--- src/rtl/simt_mem_coalescer.sv ---
// simt_mem_coalescer: connects THREADS per-lane LSU ports to CHANNELS shared
// memory channels. One request is granted per cycle (round-robin over threads,
// lowest idle channel). Reads to the same address that are pending together
// share one channel transaction.
module simt_mem_coalescer #(
    parameter int THREADS   = 4,
    parameter int CHANNELS  = 2,
    parameter int ADDR_BITS = 8,
    parameter int DATA_BITS = 8
) (
    input  logic                                clk,
    input  logic                                reset,
    input  logic [THREADS-1:0]                  thr_read_valid,
    input  logic [THREADS-1:0][ADDR_BITS-1:0]   thr_read_address,
    output logic [THREADS-1:0]                  thr_read_ready,
    output logic [THREADS-1:0][DATA_BITS-1:0]   thr_read_data,
    input  logic [THREADS-1:0]                  thr_write_valid,
    input  logic [THREADS-1:0][ADDR_BITS-1:0]   thr_write_address,
    input  logic [THREADS-1:0][DATA_BITS-1:0]   thr_write_data,
    output logic [THREADS-1:0]                  thr_write_ready,
    output logic [CHANNELS-1:0]                 mem_read_valid,
    output logic [CHANNELS-1:0][ADDR_BITS-1:0]  mem_read_address,
    input  logic [CHANNELS-1:0]                 mem_read_ready,
    input  logic [CHANNELS-1:0][DATA_BITS-1:0]  mem_read_data,
    output logic [CHANNELS-1:0]                 mem_write_valid,
    output logic [CHANNELS-1:0][ADDR_BITS-1:0]  mem_write_address,
    output logic [CHANNELS-1:0][DATA_BITS-1:0]  mem_write_data,
    input  logic [CHANNELS-1:0]                 mem_write_ready
);

    localparam int PTR_BITS = (THREADS > 1) ? $clog2(THREADS) : 1;

    typedef enum logic [1:0] {
        CH_IDLE,
        CH_READ,
        CH_WRITE,
        CH_RELAY
    } ch_state_t;

    ch_state_t              ch_state [CHANNELS];
    logic [THREADS-1:0]     ch_mask  [CHANNELS];
    logic [PTR_BITS-1:0]    rr_ptr;

    logic [THREADS-1:0]     busy_mask;
    logic [THREADS-1:0]     eligible;
    logic [CHANNELS-1:0]    grant_chan_oh;
    logic                   thread_found;
    logic [PTR_BITS-1:0]    grant_thread;
    int                     scan_idx;
    logic                   grant_valid;
    logic                   grant_is_read;
    logic [ADDR_BITS-1:0]   grant_addr;
    logic [DATA_BITS-1:0]   grant_data;
    logic [THREADS-1:0]     grant_mask;
    logic [PTR_BITS-1:0]    rr_next;

    // A thread is eligible when it has a request and no channel (including one in RELAY) is serving it
    always_comb begin
        busy_mask = '0;
        for (int c = 0; c < CHANNELS; c++) begin
            busy_mask = busy_mask | ch_mask[c];
        end
        eligible = (thr_read_valid | thr_write_valid) & ~busy_mask;
    end

    // Pick the lowest-indexed idle channel as a one-hot vector
    always_comb begin
        grant_chan_oh = '0;
        for (int c = 0; c < CHANNELS; c++) begin
            if (grant_chan_oh == '0 && ch_state[c] == CH_IDLE) begin
                grant_chan_oh[c] = 1'b1;
            end
        end
    end

    // Pick the first eligible thread scanning upward from the round-robin pointer
    always_comb begin
        thread_found = 1'b0;
        grant_thread = '0;
        scan_idx     = 0;
        for (int i = 0; i < THREADS; i++) begin
            scan_idx = int'(rr_ptr) + i;
            if (scan_idx >= THREADS) begin
                scan_idx = scan_idx - THREADS;
            end
            if (!thread_found && eligible[scan_idx]) begin
                thread_found = 1'b1;
                grant_thread = scan_idx[PTR_BITS-1:0];
            end
        end
    end

    // Build the grant: reads win over writes and absorb every eligible same-address reader
    always_comb begin
        grant_valid   = thread_found && (grant_chan_oh != '0);
        grant_is_read = thr_read_valid[grant_thread];
        grant_addr    = grant_is_read ? thr_read_address[grant_thread]
                                      : thr_write_address[grant_thread];
        grant_data    = thr_write_data[grant_thread];
        grant_mask    = '0;
        if (grant_is_read) begin
            for (int t = 0; t < THREADS; t++) begin
                grant_mask[t] = eligible[t] && thr_read_valid[t] &&
                                (thr_read_address[t] == grant_addr);
            end
        end else begin
            grant_mask[grant_thread] = 1'b1;
        end
        rr_next = (grant_thread == PTR_BITS'(THREADS - 1)) ? '0
                                                           : grant_thread + PTR_BITS'(1);
    end

    // Channel FSMs, round-robin pointer and all registered outputs
    always_ff @(posedge clk or negedge reset) begin
        if (!reset) begin
            rr_ptr            <= '0;
            thr_read_ready    <= '0;
            thr_read_data     <= '0;
            thr_write_ready   <= '0;
            mem_read_valid    <= '0;
            mem_read_address  <= '0;
            mem_write_valid   <= '0;
            mem_write_address <= '0;
            mem_write_data    <= '0;
            for (int c = 0; c < CHANNELS; c++) begin
                ch_state[c] <= CH_IDLE;
                ch_mask[c]  <= '0;
            end
        end else begin
            thr_read_ready  <= '0;
            thr_write_ready <= '0;
            if (grant_valid) begin
                rr_ptr <= rr_next;
            end
            for (int c = 0; c < CHANNELS; c++) begin
                case (ch_state[c])
                    CH_IDLE: begin
                        if (grant_valid && grant_chan_oh[c]) begin
                            ch_mask[c] <= grant_mask;
                            if (grant_is_read) begin
                                ch_state[c]         <= CH_READ;
                                mem_read_valid[c]   <= 1'b1;
                                mem_read_address[c] <= grant_addr;
                            end else begin
                                ch_state[c]          <= CH_WRITE;
                                mem_write_valid[c]   <= 1'b1;
                                mem_write_address[c] <= grant_addr;
                                mem_write_data[c]    <= grant_data;
                            end
                        end
                    end
                    CH_READ: begin
                        if (mem_read_ready[c]) begin
                            ch_state[c]       <= CH_RELAY;
                            mem_read_valid[c] <= 1'b0;
                            for (int t = 0; t < THREADS; t++) begin
                                if (ch_mask[c][t]) begin
                                    thr_read_ready[t] <= 1'b1;
                                    thr_read_data[t]  <= mem_read_data[c];
                                end
                            end
                        end
                    end
                    CH_WRITE: begin
                        if (mem_write_ready[c]) begin
                            ch_state[c]        <= CH_RELAY;
                            mem_write_valid[c] <= 1'b0;
                            for (int t = 0; t < THREADS; t++) begin
                                if (ch_mask[c][t]) begin
                                    thr_write_ready[t] <= 1'b1;
                                end
                            end
                        end
                    end
                    CH_RELAY: begin
                        ch_state[c] <= CH_IDLE;
                        ch_mask[c]  <= '0;
                    end
                    default: begin
                        ch_state[c] <= CH_IDLE;
                        ch_mask[c]  <= '0;
                    end
                endcase
            end
        end
    end

endmodule

--- config.mk ---
export PLATFORM = sky130hd
export DESIGN_NAME = simt_mem_coalescer
export DESIGN_NICKNAME = d
export VERILOG_FILES = /design/src/rtl/simt_mem_coalescer.sv
export SDC_FILE = /design/constraint.sdc
export NUM_CORES = 1
export LEC_CHECK = 0
export ABC_AREA = 1
export CAP_MARGIN = 20
export CELL_PAD_IN_SITES_DETAIL_PLACEMENT = 1
export CELL_PAD_IN_SITES_GLOBAL_PLACEMENT = 2
export CORE_MARGIN = 4
export CORE_UTILIZATION = 27
export CTS_CLUSTER_SIZE = 16
export DETAILED_ROUTE_END_ITERATION = 10
export HOLD_SLACK_MARGIN = 0.15
export PLACE_DENSITY_LB_ADDON = 0.15
export SYNTH_ARGS = -nofsm -noshare
export SYNTH_HDL_FRONTEND = slang
export SYNTH_SLANG_ARGS = --single-unit
--- constraint.sdc ---
create_clock -name clk -period 4.35 [get_ports clk]
set_input_delay 0.87 -clock clk [delete_from_list [all_inputs] [get_ports clk]]
set_output_delay 0.87 -clock clk [all_outputs]
set_load 0.1 [all_outputs]
== Yosys cells after proc, flatten, opt, wreduce, memory -nomap -nowiden ==
Cells that the tools add are included.

* Multiplexer cells: 98
* Magnitude comparators: 10
* Equal/unequal tests: 21
* $add $sub $neg: 8
* Reduce and logical (&&, ||, !) cells: 40
* Bitwise gates (word level): 6

{| class="wikitable"
|+ Operator list
! operator !! count
|-
| $mux W32 || 8
|-
| $lt A32 B4 Y1 const B || 4
|-
| $mux W8 || 12
|-
| $bmux W8 S2 || 3
|-
| $mux W4 || 11
|-
| $mux W1 || 38
|-
| $eq A8 B8 Y1 || 4
|-
| $mux W2 || 12
|-
| $reduce_and A3 Y1 || 6
|-
| $logic_and A1 B1 Y1 || 16
|-
| $ne A2 B2 Y1 const B || 8
|-
| $pmux W2 S4 || 2
|-
| $pmux W4 S2 || 2
|-
| $reduce_and A4 Y1 || 4
|-
| $reduce_bool A2 Y1 || 7
|-
| $sub A3 B3 Y4 const B || 3
|-
| $bmux W1 S2 || 5
|-
| $eq A2 B2 Y1 const B || 5
|-
| $ge A3 B3 Y1 const B || 3
|-
| $or A4 B4 Y4 || 2
|-
| $pmux W1 S2 || 4
|-
| $add A2 B2 Y3 const B || 2
|-
| $and A4 B4 Y4 || 1
|-
| $eq A2 B1 Y1 const B || 2
|-
| other kinds (13) || 19
|}

* Bits of input ports: 126
* Bits in registers: 106
* Output and inout bits: 92
* Word-level logic and storage cells: 204

== Longest topological paths before layout ==
Gate-level depths: netlist (run 1).

* Depth after elaboration: 24
* Depth in mapped cells: 28
* Depth with buffers taken out: 25

== Least setup slack after synthesis (run 1) ==
No wires, ideal clock.

* Kind: input -> register
* From: input thr_read_valid[1]
* To: register mem_read_address[4] (netlist bit)
* Setup time: 129 ps
* Data arrival time: 2680 ps
* Required time: 4221 ps
* Slack: 1542 ps
* Path buffers: 3
* Stages on the path: 20
* Path through: inv_1 nand2_1 nand3_1 nand2_1 nand2_1 nand2_1 nand2_2 nand2_1 nand2_1 nand2_4 nand3_1 nand3_1 nand2_4 buf_6 buf_2 nor2_2 inv_2 buf_2 nand2_1 o21ai_0

* Word-level cells in the longest chain between the ends: 18
* Elaborated cells on any way between the ends: 38
* Those cells by class: 27 x mux; 2 x bitwise; 9 x reduce/logical

{| class="wikitable"
|+ Ends and longest elaborated chain
! element !! line !! text
|-
| start, declared || 13 || <nowiki>input logic [THREADS-1:0] thr_read_valid,</nowiki>
|-
| $or A4 B4 Y4 || 63 || <nowiki>eligible = (thr_read_valid | thr_write_valid) & ~busy_mask;</nowiki>
|-
| $and A4 B4 Y4 || 63 ||
|-
| $bmux W1 S2 || 86 || <nowiki>if (!thread_found && eligible[scan_idx]) begin</nowiki>
|-
| $mux W1 (implied by the code) (2 in a row) || 86 ||
|-
| $mux W1 || 86 ||
|-
| $logic_not A1 Y1 || 86 ||
|-
| $logic_and A1 B1 Y1 || 86 ||
|-
| $mux W1 || 86 ||
|-
| $logic_not A1 Y1 || 86 ||
|-
| $logic_and A1 B1 Y1 || 86 ||
|-
| $mux W1 || 86 ||
|-
| $logic_not A1 Y1 || 86 ||
|-
| $logic_and A1 B1 Y1 || 86 ||
|-
| $mux W2 / $mux W1 (equally long branches) || 86 ||
|-
| $bmux W1 S2, or another cell as far along || 96 || <nowiki>grant_is_read = thr_read_valid[grant_thread];</nowiki>
|-
| $mux W1 (implied by the code), or another cell as far along || 96 ||
|-
| $reduce_and A3 Y1 (no source line) / $mux W8 (equally long branches) || n/a ||
|-
| end signal, assigned by index || 143 || <nowiki>mem_read_address[c] <= grant_addr;</nowiki>
|-
| end, declared || 22 || <nowiki>output logic [CHANNELS-1:0][ADDR_BITS-1:0] mem_read_address,</nowiki>
|}

Parallel ways exist; a longest one is shown, timed or not. The select of a mux whose other input is x is not followed.
A chain may end at the register's enable or synchronous reset.

== Worst setup path in the final report (run 1) ==
* From: input thr_read_valid[2]
* To: register ch_mask[5] (netlist bit)

* Word-level cells in the longest chain between the ends: 23
* Elaborated cells on any way between the ends: 49
* Those cells by class: 2 x order compare; 2 x eq/ne; 32 x mux; 2 x bitwise; 11 x reduce/logical

{| class="wikitable"
|+ Ends and longest elaborated chain
! element !! line !! text
|-
| $or A4 B4 Y4 || 63 ||
|-
| $and A4 B4 Y4 || 63 ||
|-
| $bmux W1 S2 || 86 ||
|-
| $mux W1 (implied by the code) (2 in a row) || 86 ||
|-
| $mux W1 || 86 ||
|-
| $logic_not A1 Y1 || 86 ||
|-
| $logic_and A1 B1 Y1 || 86 ||
|-
| $mux W1 || 86 ||
|-
| (+6 left out) || n/a ||
|-
| $bmux W8 S2, or another cell as far along || 98 || <nowiki>: thr_write_address[grant_thread];</nowiki>
|-
| $mux W8 (implied by the code), or another cell as far along || 98 ||
|-
| $mux W8 || 97 || <nowiki>grant_addr = grant_is_read ? thr_read_address[grant_thread]</nowiki>
|-
| $eq A8 B8 Y1 || 104 || <nowiki>(thr_read_address[t] == grant_addr);</nowiki>
|-
| $logic_and A1 B1 Y1 || 103 || <nowiki>grant_mask[t] = eligible[t] && thr_read_valid[t] &&</nowiki>
|-
| $mux W4 || 101 || <nowiki>if (grant_is_read) begin</nowiki>
|-
| $mux W4 || 138 || <nowiki>if (grant_valid && grant_chan_oh[c]) begin</nowiki>
|-
| $pmux W4 S2 || 136 || <nowiki>case (ch_state[c])</nowiki>
|-
| end signal, assigned by index || 139 || <nowiki>ch_mask[c] <= grant_mask;</nowiki>
|-
| end, declared || 41 || <nowiki>logic [THREADS-1:0] ch_mask [CHANNELS];</nowiki>
|}

Parallel ways exist; a longest one is shown, timed or not. The select of a mux whose other input is x is not followed.

==> results.txt, run 1 <==
----------------------------------------------------
[Run status]
  Outcome ... finished, final reports clean

[Floorplan]
  Chip height ... 168 µm
  Cell Rows ... 58
  Total Die Area ... 28,400 µm²
  Starting density of the core ... 27.5%
  Placeable core region ... 25,300 µm²
  X dimension of the die ... 168 µm
  Number of top-level pins ... 218

[Final layout]
  FF+latch area ... 2650 µm²
  Final design area excluding fillers ... 9740 µm²
  Total Nets Final ... 1,377
  Filler Cell Count ... 3,167
  Footprint of the multi-input gates ... 3610 µm²
  Layout-stage area growth over the synthesis result ... 40.1%
  Share of post-route cells with drive strength above 1 ... 6.20%

[Drt]
  Count of unresolved DRC violations after routing ... 0
  Total wirelength of the detailed-routed design ... 28,000 µm
  Iter 0 DRT Violations ... 380
  Detail Route Antenna Nets ... 0
  Number of detailed-route iterations in the first pass ... 4
  Routed vias/inst ... 4.76
  Routed len/inst ... 17.8 µm
  Routed vias ... 7,493

[Synth]
  Flip-flop and latch count after synthesis ... 106
  Area of the mapped netlist ... 6950 µm²
  Unique masters post-synth ... 32
  Number of warnings reported in the yosys synthesis log ... 0
  Fraction of post-synthesis cell area in the top cell type by area ... 38.2%
  Cell type with the largest total area after synthesis ... sky130_fd_sc_hd__dfrtp_1
  Post-Synthesis Cells ... 1,037
  Syn_area_per_cell ... 6.70 µm²
  Synth top area cells ... sky130_fd_sc_hd__dfrtp_1 (38%), sky130_fd_sc_hd__nand2_1 (20%), sky130_fd_sc_hd__nand3_1 (12%), sky130_fd_sc_hd__inv_1 (5.3%), sky130_fd_sc_hd__nor2_1 (4.5%)
  Sequential share of the synthesized area ... 38.2%
  Syn nets ... 1,177

[Timing]
  Tmin final ... 3770 ps
  Largest clock skew in the final design ... 18.6 ps
  Slew @ Worst Pin ... 1060 ps
  RSZ-0062 raised after global routing ... false
  Fmax achieved ... 265 MHz
  Final number of setup-violating endpoints ... 0
  Max-slew violation count ... 0
  Summed negative setup slack over all endpoints ... 0 ps
  Relative slew slack ... 29.3%
  Final worst path period share ... 86.6%
  Hold Violations, Final ... 0

[Critical path]
  Worst r2r src ... ch_mask[1]
  Type of element capturing the critical path ... flip-flop
  Startpoint-to-endpoint class of the critical path ... primary input to flip-flop
  Register-to-register path setup slack ... 930 ps
  Data arrival at the endpoint of the critical path ... 4060 ps
  Logic depth of the worst register-to-register path ... 19
  Setup crit start kind ... primary input
  CP Max Fanout ... 16
  Data required time at the worst endpoint ... 4640 ps
  RR Endpoint ... ch_mask[5]

[Clock tree]
  Post-CTS setup repair buffer count ... 0
  Clock network latency to the later pin of the worst-skew pair ... 370 ps
  CTS sink cnt ... 106
  Maximum root-to-sink buffer count ... 2
  TritonCTS buffer count ... 9
  Clock tree from TritonCTS ... done
  Clock slew seen by the registers of the worst setup and hold paths ... 80 ps
  Cts repair resizes ... 0
  Cell at the root of the clock tree ... sky130_fd_sc_hd__clkbuf_16
  Number of levels the H-tree was split into ... 3
  CTS hold repair buffers ... 0

[Global route]
  Maximum number of pins on one net before global-route repair ... 90
  Total GRT Usage ... 19.8%
  Global-route wire length before repair ... 44,900 µm
  Overall overflow remaining after global route ... 0
  Vias in the first global route ... 7,941
  Number of antenna violations at the first check in global routing ... 2

[Place]
  Placed wire-length estimate after detailed placement ... 21,300 µm
  GPL Wtd Cong ... 0.799
  Port Buf Inserts ... 217
  Placed instance area ... 9430 µm²

[Run]
  Max Cap Violations ... 0

[Min path]
  Hold WC Path Type ... primary input to async pin

----------------------------------------------------
synth_stat cells:
cell,instances
sky130_fd_sc_hd__nand2_4,2
sky130_fd_sc_hd__ha_1,14
sky130_fd_sc_hd__nor2_2,3
sky130_fd_sc_hd__buf_2,14
sky130_fd_sc_hd__inv_1,98
sky130_fd_sc_hd__o211ai_1,1
sky130_fd_sc_hd__buf_6,12
sky130_fd_sc_hd__and2_1,1
sky130_fd_sc_hd__o21ai_0,50
sky130_fd_sc_hd__clkbuf_1,15
sky130_fd_sc_hd__a21oi_2,1
sky130_fd_sc_hd__o2111ai_1,1
sky130_fd_sc_hd__nand2_1,365
sky130_fd_sc_hd__clkbuf_2,1
sky130_fd_sc_hd__dfrtp_1,106
sky130_fd_sc_hd__nor3_2,2
sky130_fd_sc_hd__o21ai_1,8
sky130_fd_sc_hd__nor2_1,83
sky130_fd_sc_hd__nand3_2,6
sky130_fd_sc_hd__inv_2,9
sky130_fd_sc_hd__buf_4,3
sky130_fd_sc_hd__nor3_1,1
sky130_fd_sc_hd__a21oi_1,4
sky130_fd_sc_hd__nand3_1,167
sky130_fd_sc_hd__xor2_1,2
sky130_fd_sc_hd__a31oi_1,34
sky130_fd_sc_hd__nand3b_1,2
sky130_fd_sc_hd__inv_4,1
sky130_fd_sc_hd__nand2_2,18
sky130_fd_sc_hd__nand4_2,1
sky130_fd_sc_hd__o22ai_1,11
sky130_fd_sc_hd__clkinv_1,1
worst max path at each step:
stage | startpoint | to | depth (start not counted)
final | thr_read_valid[2] | ch_mask[5] | 24
after global routing | thr_read_valid[3] | ch_mask[5] | 22
after CTS | thr_read_valid[2] | ch_mask[5] | 23
after detailed placement | thr_read_valid[2] | ch_mask[5] | 23
after global placement | thr_read_valid[2] | ch_mask[5] | 24
after floorplan | thr_read_valid[1] | mem_read_address[4] | 20
cells by family after synthesis:
| kind of cell | count (synthesis) | synth area share [%] |
|---|---|---|
| buffers and inverters | 154 | 10.1 |
| xor gates and xnor gates | 2 | 0.252 |
| and+or+nand+nor | 651 | 40.1 |
| DFF | 106 | 38.2 |
| AOI/OAI and AO/OA | 110 | 8.87 |
| adders and majority gates | 14 | 2.52 |
state kept, by name (all words and copies together) (netlist names):
| register | flops |
|---|---|
| thr_read_data | 32 |
| ch_mask | 8 |
| mem_read_valid | 2 |
| rr_ptr | 2 |
| mem_write_data | 16 |
| thr_write_ready | 4 |
| mem_write_address | 16 |
| ch_state | 4 |
| thr_read_ready | 4 |
| mem_write_valid | 2 |
| mem_read_address | 16 |
critical path: stages:
cell and delay (ps):
sky130_fd_sc_hd__clkdlybuf4s50_1 450, sky130_fd_sc_hd__inv_2 90, sky130_fd_sc_hd__nand2_1 70, sky130_fd_sc_hd__nand3_1 110, sky130_fd_sc_hd__nand2_1 100, sky130_fd_sc_hd__nand2_1 70, sky130_fd_sc_hd__nand2_1 90, sky130_fd_sc_hd__nor2_2 110
sky130_fd_sc_hd__nand2_1 70, sky130_fd_sc_hd__nor2_2 190, sky130_fd_sc_hd__inv_1 80, sky130_fd_sc_hd__nand2_2 120, sky130_fd_sc_hd__nand3_1 100, sky130_fd_sc_hd__nand2_2 390, sky130_fd_sc_hd__nand2_1 250, sky130_fd_sc_hd__nand3_1 130
sky130_fd_sc_hd__nand2_1 60, sky130_fd_sc_hd__inv_1 60, sky130_fd_sc_hd__nand2_1 60, sky130_fd_sc_hd__nor2_1 220, sky130_fd_sc_hd__nand3_1 110, sky130_fd_sc_hd__nand2_1 100, sky130_fd_sc_hd__nand2_1 50, sky130_fd_sc_hd__nand2_1 70
per-stage QoR:
step                worst slack, ps  utilization, %  cells  hold slack (ps)
finish                          583            38.6   1573              373
global route                    201            38.6   1573              383
CTS                             557            38.6   1572              367
detailed placement              187            37.3   1556              469
global placement                225            37.3   1556              462
floorplan                      1540               -   1037              492
cells in the final DEF, fill, tap and decap left out, drive strengths merged:
| cell type | netlist | routed |
|---|---|---|
| nor2 | 86 | 86 |
| nor3 | 3 | 3 |
| dfrtp | 106 | 106 |
| clkbuf | 16 | 9 |
| nand3b | 2 | 2 |
| and2 | 1 | 1 |
| a21oi | 5 | 5 |
| diode | 0 | 1 |
| clkinv | 1 | 2 |
| ha | 14 | 14 |
| nand2 | 385 | 385 |
| o22ai | 11 | 11 |
| xor2 | 2 | 2 |
| o2111ai | 1 | 1 |
| a31oi | 34 | 34 |
| inv | 108 | 113 |
| nand4 | 1 | 1 |
| clkinvlp | 0 | 1 |
| buf | 29 | 18 |
| nand3 | 173 | 173 |
| clkdlybuf4s50 | 0 | 216 |
| o211ai | 1 | 1 |
| o21ai | 58 | 58 |
area by class of cell:
type | count | area share (%)
antenna | 1 | 0.0257
clock buffer | 9 | 2.31
clock inverter | 7 | 0.822
inverter | 109 | 4.23
multi-input combinational | 777 | 37.0
sequential | 106 | 27.2
tap | 330 | 4.24
timing repair buffer | 234 | 24.1
per-layer routing:
| metal | track usage [%] | vias to the layer above | wire length, µm |
|---|---|---|---|
| li1 | - | 3723 | - |
| met1 | 26.9 | 3613 | 13100 |
| met2 | 32.6 | 129 | 13200 |
| met3 | 4.32 | 26 | 1220 |
| met4 | 4.59 | 2 | 452 |
| met5 | 0 | - | 13 |
Power of run 1 is not shown: default switching activity piles up to over one toggle a cycle in this logic, so the estimate is an artifact.
==> inputs of run 2 (changes only) <==
--- a/config.mk
+++ b/config.mk
@@ -11,6 +11,7 @@
 export CELL_PAD_IN_SITES_GLOBAL_PLACEMENT = 2
 export CORE_MARGIN = 4
 export CORE_UTILIZATION = 27
+export CTS_CLUSTER_DIAMETER = 120
 export CTS_CLUSTER_SIZE = 16
 export DETAILED_ROUTE_END_ITERATION = 10
 export HOLD_SLACK_MARGIN = 0.15
==> results of run 2 <==
No change in the layout: final DEF, timing and power equal those of run 1.
Power of run 2 is left out for the same reason.
==> inputs of run 3 (changes only) <==
--- a/config.mk
+++ b/config.mk
@@ -11,11 +11,12 @@
 export CELL_PAD_IN_SITES_GLOBAL_PLACEMENT = 2
 export CORE_MARGIN = 4
 export CORE_UTILIZATION = 27
-export CTS_CLUSTER_DIAMETER = 120
+export CTS_CLUSTER_DIAMETER = 30
 export CTS_CLUSTER_SIZE = 16
 export DETAILED_ROUTE_END_ITERATION = 10
 export HOLD_SLACK_MARGIN = 0.15
 export PLACE_DENSITY_LB_ADDON = 0.15
+export REMOVE_ABC_BUFFERS = 1
 export SYNTH_ARGS = -nofsm -noshare
 export SYNTH_HDL_FRONTEND = slang
 export SYNTH_SLANG_ARGS = --single-unit
==> run 3 against run 2 <==
  * Worst hold slack improved by 110 ps
  * First-iteration DRC count is 6.6% higher
  * Count of clock-buffer cells in the layout did not move
  * Clock skew shrank 11 ps
  * Register-to-register slack worse by 100 ps
  * Core utilization hardly changed
  * Global-route usage is 0.16 points lower
  * Non-clock buffer count did not move
  * Fmax decreased by 0.87%
  * Via count fell by 1.1%
  * Setup slack got worse by 33 ps
==> results.txt, run 3 (synthesized netlist as in run 1, its figures left out) <==
----------------------------------------------------
[Clock tree]
  CTS hold repair buffers ... 0
  Clock tree from TritonCTS ... done
  Maximum root-to-sink buffer count ... 2
  Cts repair resizes ... 0
  Clock network latency to the later pin of the worst-skew pair ... 360 ps
  TritonCTS buffer count ... 9
  Post-CTS setup repair buffer count ... 0
  CTS sink cnt ... 106
  Cell at the root of the clock tree ... sky130_fd_sc_hd__clkbuf_16
  Clock slew seen by the registers of the worst setup and hold paths ... 80 ps
  Number of levels the H-tree was split into ... 3

[Run status]
  Outcome ... finished, final reports clean

[Final layout]
  Most common cell after layout, fill and taps aside ... sky130_fd_sc_hd__nand2_1
  Share of post-route cells with drive strength above 1 ... 6.20%
  Layout-stage area growth over the synthesis result ... 40.0%
  Most flops, register ... thr_read_data
  Filler Cell Count ... 3,225
  Max reg flops ... 32
  Antenna diodes ... 0
  Final design area excluding fillers ... 9730 µm²
  Most frequent cells in the layout ... sky130_fd_sc_hd__nand2_1 (365), sky130_fd_sc_hd__clkdlybuf4s50_1 (216), sky130_fd_sc_hd__nand3_1 (167), sky130_fd_sc_hd__dfrtp_1 (106), sky130_fd_sc_hd__inv_1 (98)
  Total Nets Final ... 1,377

[Place]
  Placed instance area ... 9410 µm²
  Port Buf Inserts ... 217
  Pre-CTS worst setup slack ... 126 ps
  GPL Wtd Cong ... 0.895
  Placed wire-length estimate after detailed placement ... 21,800 µm

[Drt]
  Total wirelength of the detailed-routed design ... 28,200 µm
  Routed vias/inst ... 4.71
  Count of unresolved DRC violations after routing ... 0
  Routed vias ... 7,409
  Detail Route Antenna Nets ... 0
  Number of detailed-route iterations in the first pass ... 4
  Iter 0 DRT Violations ... 405
  Routed len/inst ... 17.9 µm

[Timing]
  Hold Violations, Final ... 0
  Relative slew slack ... 29.6%
  Final worst path period share ... 87.4%
  Tmin final ... 3800 ps
  RSZ-0062 raised after global routing ... false
  Final number of setup-violating endpoints ... 0
  Slew @ Worst Pin ... 1050 ps
  Summed negative setup slack over all endpoints ... 0 ps
  Largest clock skew in the final design ... 7.50 ps
  Final setup margin ... 550 ps
  Max-slew violation count ... 0
  Fmax achieved ... 263 MHz

[Global route]
  Vias in the first global route ... 7,730
  Maximum number of pins on one net before global-route repair ... 67
  Overall overflow remaining after global route ... 0
  Total GRT Usage ... 19.7%
  Global-route wire length before repair ... 44,000 µm
  Number of antenna violations at the first check in global routing ... 0

[Critical path]
  Data required time at the worst endpoint ... 4640 ps
  Worst r2r src ... ch_mask[7]
  Worst Setup SP ... thr_read_valid[2]
  Data arrival at the endpoint of the critical path ... 4090 ps
  Setup crit start kind ... primary input
  Type of element capturing the critical path ... flip-flop
  CP Max Fanout ... 23
  Startpoint-to-endpoint class of the critical path ... primary input to flip-flop

[Floorplan]
  Chip height ... 168 µm
  X dimension of the die ... 168 µm
  Placeable core region ... 25,300 µm²
  Cell Rows ... 58
  Number of top-level pins ... 218
  Total Die Area ... 28,400 µm²
  Starting density of the core ... 27.5%

[Min path]
  Hold WC Path Type ... flip-flop to flip-flop
  Launch instance of the worst min-delay path ... mem_read_address[0]

[Run]
  Max Cap Violations ... 0

----------------------------------------------------
run 3: path summary, 6_finish.rpt:
kind | to | slack, ps | depth (start not counted)
max | ch_mask[4] | 550 | 21
min | mem_read_address[0] | 480 | 2
max reg2reg | ch_mask[4] | 830 | 20
min reg2reg | mem_read_address[0] | 480 | 2
max in group asynchronous | mem_read_address[1] | 2950 | 2
min in group asynchronous | mem_write_data[10] | 630 | 1
run 3: routing by layer:
layer | up-vias | routed length [µm] | global-route usage, % | part of all wire (%)
met5 | - | 0 | 0 | 0
met1 | 3509 | 12800 | 25.9 | 45
met3 | 16 | 1080 | 2.20 | 3.8
met2 | 156 | 14000 | 34.9 | 50
li1 | 3728 | - | - | -
met4 | 0 | 325 | 4.34 | 1.2
run 3: critical path, cell delays in order:
cell                              delay, ps
sky130_fd_sc_hd__clkdlybuf4s50_1        510
sky130_fd_sc_hd__inv_2                   60
sky130_fd_sc_hd__nand2_1                 80
sky130_fd_sc_hd__nand3_1                120
sky130_fd_sc_hd__nand3_1                120
sky130_fd_sc_hd__nand2_1                160
sky130_fd_sc_hd__nand3_1                140
sky130_fd_sc_hd__nand3_1                140
sky130_fd_sc_hd__a21oi_4                240
sky130_fd_sc_hd__buf_4                  350
sky130_fd_sc_hd__nand3_1                200
sky130_fd_sc_hd__nand2_1                110
sky130_fd_sc_hd__nand2_1                130
sky130_fd_sc_hd__and2_1                 270
sky130_fd_sc_hd__nand2_1                 70
sky130_fd_sc_hd__nand2_1                 50
sky130_fd_sc_hd__nor2_1                 130
sky130_fd_sc_hd__nand3_1                100
sky130_fd_sc_hd__nand2_1                 80
sky130_fd_sc_hd__nand2_1                 60
sky130_fd_sc_hd__nand2_1                 70
run 3: final cells by class:
cell class                      instances  area (µm²)  share of cell area [%]
Timing Repair Buffer                  234        2320                    23.9
Multi-Input combinational cell        777        3610                    37.1
Sequential cell                       106        2650                    27.3
Clock buffer                            9         225                    2.31
Clock inverter                          7         100                    1.03
Tap cell                              330         413                    4.24
Inverter                              109         412                    4.23
run 3: through the flow:
| stage | hold slack (ps) | utilization [%] | cells |
|---|---|---|---|
| 2_1_floorplan | 492 | - | 992 |
| 5_1_grt | 507 | 38.5 | 1572 |
| 3_5_place_dp | 468 | 37.2 | 1556 |
| 6_report | 479 | 38.5 | 1572 |
| 3_3_place_gp | 462 | 37.2 | 1556 |
| 4_1_cts | 486 | 38.5 | 1572 |
Power of run 3 is left out for the same reason.
